$ cat src/rtl/alu_control_seq.sv
// Registered ALU control decoder with valid/ready output stage.
// Multi-cycle ops (MUL/DIV) hold the stage busy for MULTI_LAT cycles.
module alu_control_seq #(
   parameter int OPCODE_W   = 2,
   parameter int FUNCT_W    = 4,
   parameter int ALU_CODE_W = 4,
   parameter int MULTI_LAT  = 4,
   parameter int CNT_W      = 8
) (
   input  logic                  clk,
   input  logic                  rst,
   input  logic                  in_valid,
   output logic                  in_ready,
   input  logic [OPCODE_W-1:0]   opcode,
   input  logic [FUNCT_W-1:0]    function_code,
   output logic                  out_valid,
   input  logic                  out_ready,
   output logic [ALU_CODE_W-1:0] alu_code,
   output logic                  is_imm,
   output logic                  is_multi,
   output logic                  illegal,
   output logic                  busy,
   output logic [CNT_W-1:0]      illegal_count
);

   localparam int LAT_W = (MULTI_LAT > 1) ? $clog2(MULTI_LAT) : 1;

   typedef enum logic [1:0] {
      IDLE  = 2'd0,
      BUSY  = 2'd1,
      VALID = 2'd2
   } state_t;

   state_t           state, state_d;
   logic [LAT_W-1:0] cnt, cnt_d;

   logic       op_hi, fn_hi, accept;
   logic [3:0] d_code;
   logic       d_imm, d_multi, d_ill;

   // Bits beyond the decoded fields must be zero for a legal op
   assign op_hi = (opcode >> 2) != '0;
   assign fn_hi = (function_code >> 4) != '0;

   always_comb begin
      d_code  = 4'd0;
      d_imm   = 1'b0;
      d_multi = 1'b0;
      d_ill   = 1'b0;
      if (op_hi) begin
         d_ill = 1'b1;
      end else begin
         unique case (opcode[1:0])
            2'b01: d_code = 4'd1;
            2'b10: d_code = 4'd2;
            2'b11: d_ill  = 1'b1;
            default: begin
               if (fn_hi) begin
                  d_ill = 1'b1;
               end else begin
                  unique case (function_code[3:0])
                     4'd0: d_code = 4'd0;
                     4'd1: d_code = 4'd1;
                     4'd2: d_code = 4'd2;
                     4'd3: d_code = 4'd3;
                     4'd4: d_code = 4'd4;
                     4'd5: d_code = 4'd5;
                     4'd6: begin d_code = 4'd1; d_imm = 1'b1; end
                     4'd7: begin d_code = 4'd2; d_imm = 1'b1; end
                     4'd8: begin d_code = 4'd0; d_imm = 1'b1; end
                     4'd9: begin d_code = 4'd9; d_multi = 1'b1; end
                     4'd10: begin d_code = 4'd10; d_multi = 1'b1; end
                     default: d_ill = 1'b1;
                  endcase
               end
            end
         endcase
      end
   end

   assign in_ready  = (state == IDLE) || ((state == VALID) && out_ready);
   assign out_valid = (state == VALID);
   assign busy      = (state == BUSY);
   assign accept    = in_valid && in_ready;

   always_comb begin
      state_d = state;
      cnt_d   = cnt;
      unique case (state)
         BUSY: begin
            if (cnt == '0) state_d = VALID;
            else           cnt_d   = cnt - LAT_W'(1);
         end
         VALID: begin
            if (out_ready && !in_valid) state_d = IDLE;
         end
         default: ;
      endcase
      // A new op overrides the hold/retire decision above
      if (accept) begin
         if (d_multi) begin
            state_d = BUSY;
            cnt_d   = LAT_W'(MULTI_LAT - 1);
         end else begin
            state_d = VALID;
            cnt_d   = '0;
         end
      end
   end

   always_ff @(posedge clk or posedge rst) begin
      if (rst) begin
         state         <= IDLE;
         cnt           <= '0;
         alu_code      <= '0;
         is_imm        <= 1'b0;
         is_multi      <= 1'b0;
         illegal       <= 1'b0;
         illegal_count <= '0;
      end else begin
         state <= state_d;
         cnt   <= cnt_d;
         if (accept) begin
            alu_code <= ALU_CODE_W'(d_code);
            is_imm   <= d_imm;
            is_multi <= d_multi;
            illegal  <= d_ill;
            if (d_ill && (illegal_count != '1))
               illegal_count <= illegal_count + CNT_W'(1);
         end
      end
   end

endmodule
$ cat config.mk
export PLATFORM = sky130hd
export DESIGN_NAME = alu_control_seq
export DESIGN_NICKNAME = d
export VERILOG_FILES = /design/src/rtl/alu_control_seq.sv
export SDC_FILE = /design/constraint.sdc
export NUM_CORES = 1
export LEC_CHECK = 0
export CAP_MARGIN = 20
export CORE_ASPECT_RATIO = 1.5
export CORE_MARGIN = 5
export CORE_UTILIZATION = 48
export CTS_CLUSTER_SIZE = 8
export DETAILED_ROUTE_END_ITERATION = 6
export GPL_TIMING_DRIVEN = 0
export PLACE_DENSITY = 0.79
export SLEW_MARGIN = 10
export SYNTH_ARGS = -nofsm -noshare
export SYNTH_HDL_FRONTEND = slang
export SYNTH_SLANG_ARGS = --single-unit
export TNS_END_PERCENT = 10
$ cat constraint.sdc
create_clock -name clk -period 2.2 [get_ports clk]
set_input_delay 0.55 -clock clk [delete_from_list [all_inputs] [get_ports clk]]
set_output_delay 0.55 -clock clk [all_outputs]
set_load 0.01 [all_outputs]
After elaboration in Yosys (flattened, before gate mapping)

Index checks and enable logic that the tools add are counted.

Register bits after elaboration: 19
Bits in latches: 0
RAM bits: 0
ROM bits: 0
Bits of input ports: 10
Output and inout port bits: 18
Word-level logic and storage cells: 66
Memories kept: 0

Add/subtract/negate cells: 2
Multiply operators: 0
Div/mod/pow operators: 0
Magnitude comparators: 0
Equal/unequal tests: 19
Shifts and indexed selects: 0
Muxes and demuxes: 17
Bitwise operators: 0
Reduce and logical (&&, ||, !) cells: 21

Operators with widths:

| operator                                               | count |
|---|---|
| case mux 4 bit (7 select lines)                        | 1 |
| == test 4 x 3 -> 1 bit (second input constant)         | 4 |
| two-way mux 2 bit                                      | 8 |
| == test 4 bit (second input constant)                  | 3 |
| case mux 4 bit (3 select lines)                        | 1 |
| OR reduction 11 bit                                    | 1 |
| adder 8 x 1 -> 8 bit (second input constant)           | 1 |
| == test 4 x 2 -> 1 bit (second input constant)         | 2 |
| inequality test 8 bit (second input constant)          | 1 |
| OR reduction 2 bit                                     | 4 |
| == test 2 bit (second input constant)                  | 3 |
| inequality test 3 x 1 -> 1 bit (second input constant) | 2 |
| OR reduction 3 bit                                     | 2 |
| two-way mux 1 bit                                      | 5 |
| == test 2 x 1 -> 1 bit (second input constant)         | 2 |
| == test 4 x 1 -> 1 bit (second input constant)         | 1 |
| logical AND 1 bit                                      | 4 |
| zero test 2 bit                                        | 2 |
| zero test 4 bit                                        | 1 |
| case mux 2 bit (2 select lines)                        | 1 |
| AND reduction 2 bit                                    | 2 |
| AND reduction 3 bit                                    | 1 |
| nonzero test 3 bit                                     | 1 |
| inequality test 2 bit (second input constant)          | 1 |
| 5 further kinds                                        | 5 |

Logic depth before layout (Yosys ltp)

Word-level depth: 6
Depth in mapped cells: 7
Depth with buffers taken out: 6

Least setup slack after synthesis

No wires, ideal clock.

Path kind: reg-to-reg
From: register state[0]
To: register illegal_count[1]
Library setup time: 0.125 ns
Arrival time: 1.569 ns
Data required time: 2.075 ns
Setup slack: 0.506 ns
Stages on the path, launching flop included: 7
Buffers on the path: 0
Cell sequence: dfrtp_1 -> inv_1 -> ha_1 -> a21o_2 -> o211ai_4 -> nor2_1 -> mux2_4

Word-level cells in the longest chain between the ends: 5
Elaborated cells on any way between the ends: 6

Ends and longest elaborated chain:

| what                                 | RTL line | RTL |
|---|---|---|
| start: declaration                   | 34       | `state_t state, state_d;` |
| start signal: assignment             | 121      | `state <= state_d;` |
| == test 2 bit                        | n/a      |  |
| named net out_valid                  | 16       | `output logic out_valid,` |
| logical AND 1 bit                    | 81       | `assign in_ready = (state == IDLE) \|\| ((state == VALID) && out_ready);` |
| logical OR 1 bit                     | 81       |  |
| named net in_ready                   | 13       | `output logic in_ready,` |
| logical AND 1 bit                    | 84       | `assign accept = in_valid && in_ready;` |
| AND reduction 2 bit (no source line) | n/a      |  |
| end signal: assignment               | 129      | `illegal_count <= illegal_count + CNT_W'(1);` |
| end: declaration                     | 23       | `output logic [CNT_W-1:0] illegal_count` |

The timed path passes the listed nets, and every way through them passes these cells.
A chain may end at the register's enable or synchronous reset.

Worst setup path after layout

From: register state[0]
To: output port out_valid

Word-level cells in the longest chain between the ends: 1

Ends and longest elaborated chain:

| what             | RTL line | RTL |
|---|---|---|
| == test 2 bit    | 82       | `assign out_valid = (state == VALID);` |
| end: declaration | 16       |  |

Every way passes these cells.

==> impl_metrics.py <==
metrics = {
    "timing": {
        "fin_crit_sh_pct": 96.2,
        "finalMaxSlewViolations": 0,
        "fmax_ghz": 0.472,
        "skew_ps": 1.20,
        "relSlewSlack_pct": 53.4,
        "finalHoldViolations": 0,
        "tns_ps": 0,
        "rsz0062_at_grt": "no",
        "finalSetupViolCount": 0,
        "setup_ws_ps": 83.3,
        "tightestPinTransition_ps": 699,
        "hold_ws_ps": 453,
        "finalCriticalPeriod_ps": 2120,
    },
    "detailed_routing": {
        "ant_nets": 0,
        "num_vias": 853,
        "drtIter0Drc": 13,
        "drt_pre_antenna_iters": 4,
        "via_per_inst": 5.43,
        "drc": 0,
        "drt-total-wl_microns": 2210,
        "wl_per_cell_microns": 14.1,
    },
    "worst_setup_path": {
        "cp.depth": 3,
        "r2r_cells": 6,
        "critical_path_buf_inv_count": 2,
        "crit_slowest_cell": "clkdlybuf4s50_1",
        "critical_path.max_fanout": 5,
        "cpPeakStageDelay_ps": 540,
        "crit_arrival_ps": 1570,
        "cp-start-kind": "flop",
        "crit_chain": "inv_1 > ha_4 > clkdlybuf4s50_1",
        "end_kind": "output port",
        "critical_path_required_ps": 1650,
        "path_class": "reg2out",
        "crit_family": "buffers and inverters",
    },
    "power": {
        "p_leak_nw": 0.664,
        "power_frac_seq_pct": 40.2,
        "swShare_pct": 35.8,
        "ir_drop_v": 0.000696,
        "cell_internal_pwr_uw": 848,
        "p_comb_share_pct": 46.4,
        "p_sw_uw": 473,
        "power_density_mw_per_mm2": 930,
        "p_clk_share_pct": 13.5,
    },
    "placed_design": {
        "dp_cells": 153,
        "hpwl_microns": 1750,
        "port_buffers": 25,
        "dpl_cell_area_sq_mm": 0.00138,
        "place_ws_ps": -150,
        "globalplace.congestion": 0.741,
    },
    "synth": {
        "ys_types": 36,
        "synth_cells": 105,
        "synth_seq_area_share_pct": 43.4,
        "netlist_area_sq_mm": 0.00110,
        "syn_avg_cell_area_sq_um": 10.4,
        "synth_fp_nets": 121,
        "ys_ff_latch": 19,
        "yosys_warnings": 0,
        "yosysTopAreaCell": "dfrtp_1",
        "synth_top_area_share_pct": 43.4,
        "yosys-top-cells-area": "dfrtp_1, ha_1, xor2_1, nand2_1, a21oi_1",
    },
    "finish": {
        "drive_gt1_share_pct": 14.2,
        "instances_no_fill": 157,
        "num_antenna_cells": 0,
        "area_growth_pct": 29.6,
        "final_nets": 151,
        "design_area_sq_mm": 0.00142,
    },
    "clock_network": {
        "cts_tree": "built",
        "htree_levels": 1,
        "cts_resized": 4,
        "cts-root-buf": "clkbuf_4",
        "clkSinkCount": 19,
        "clkTransAtPathRegs_ps": 110,
        "cts_hold_buf": 0,
        "cts-buffers-inserted": 3,
        "worst_skew_pair.late_latency_ps": 300,
        "cts_post_setup_buffers_inserted": 0,
        "cts_buffer_depth": 2,
    },
    "global_route": {
        "grt.overflow.total": 0,
        "grt_pass1_wl_microns": 3800,
        "grt_pass1_vias": 858,
        "grt_max_degree": 20,
        "gr-usage-all-layers_pct": 14.5,
        "antenna_found_initial": 0,
    },
    "run_status": {
        "status": "completed",
    },
    "flow_run": {
        "maxCapViolations": 0,
    },
    "floorplanning": {
        "core_sq_mm": 0.00221,
        "rows": 21,
        "die_width_microns": 49.0,
        "initial_core_util_pct": 49.7,
        "dieArea_sq_mm": 0.00336,
        "io_pins": 28,
        "die_h_microns": 68.5,
    },
    "hold_path": {
        "hp-class": "in2reg",
        "worstHoldPathCells": 2,
    },
}
==> layer usage <==
layer | GRT usage (%) | vias to the layer above | part of all wire (%)
met1 | 15.4 | 405 | 42
met3 | 2.80 | 4 | 4.4
met2 | 27.9 | 19 | 52
li1 | - | 425 | -
met5 | 0 | - | 0
met4 | 6.06 | 0 | 1.5
==> cell usage in the layout (no fill, tap or decap), types with 2 or more instances in the layout <==
master           count
clkdlybuf4s50_1     24
dfrtp_1             19
nand2_1              9
xor2_1               8
inv_1                7
a21oi_1              6
ha_1                 5
o21ai_0              4
nor2_1               4
nor3_1               3
nor4_1               3
a21o_1               3
clkbuf_4             3
nand3_1              2
buf_2                2
and2_1               2
nand4_1              2
nor2b_1              2
mux2_2               2
o31ai_1              2
==> area by class of cell <==
type	count	area (sq um)
plain buffers	4	28.8
clock buffers	3	22.5
clock inverters	1	5.00
fillers	201	787
inverters	7	26.3
multi-input cells	75	584
flip-flops and latches	19	475
well taps	23	28.8
repair buffers	25	249
==> synthesized netlist by cell type, drive strengths merged <==
| library cell | instances |
|---|---|
| nor3 | 3 |
| a31oi | 2 |
| a21oi | 7 |
| inv | 7 |
| o31ai | 2 |
| o32a | 1 |
| nand4 | 2 |
| nand2 | 9 |
| ha | 6 |
| a211oi | 1 |
| mux2 | 3 |
| and4 | 1 |
| o21ai | 4 |
| nor3b | 1 |
| and2 | 2 |
| a21o | 5 |
| dfrtp | 19 |
| buf | 4 |
| xor2 | 8 |
| a22o | 1 |
| and2b | 1 |
| nor2 | 5 |
| nand3 | 2 |
| o211ai | 1 |
| nor2b | 2 |
| nor4 | 3 |
| mux2i | 1 |
| nor4b | 2 |
==> stage by stage <==
step / power, mW / util (%)
2_1_floorplan: 0.870 / -
3_3_place_gp: 1.11 / 62.3
3_5_place_dp: 1.14 / 62.3
4_1_cts: 1.34 / 64.3
5_1_grt: 1.42 / 64.3
6_report: 1.32 / 64.3
==> final timing paths <==
kind	endpoint	slack [ps]	start
setup / recovery	out_valid	80	state[0]
hold / removal	alu_code[2]	450	function_code[1]
setup reg to reg	illegal_count[1]	550	state[0]
hold reg to reg	alu_code[2]	490	alu_code[2]
max in group asynchronous	illegal_count[1]	1110	rst
min in group asynchronous	illegal_count[6]	660	rst
==> registers in the layout, summed over array words and instances, names as in the netlist <==
name           count
alu_code           4
cnt                2
illegal            1
illegal_count      8
is_imm             1
is_multi           1
state              2
==> cell families (layout without fill, tap and decap cells) <==
logic type / after synthesis / in the layout / synth area share, %
mux: 4 / 4 / 4.34
buf+inv: 11 / 40 / 5.02
xor+xnor: 8 / 8 / 6.39
simple gates: 33 / 33 / 16.8
flops: 19 / 19 / 43.4
compound gates: 24 / 24 / 17.2
fa+ha+maj: 6 / 6 / 6.85
==> power by group through the flow <==
stage                     clock [mW]  sequential [mW]  combinational, mW
after CTS                      0.180            0.533              0.623
after detailed placement           0            0.536              0.604
after global placement             0            0.530              0.585
final                          0.178            0.531              0.613
after floorplan                    0            0.555              0.315
after global routing           0.202            0.550              0.672
No activity file was read; power rests on OpenSTA's default activity.
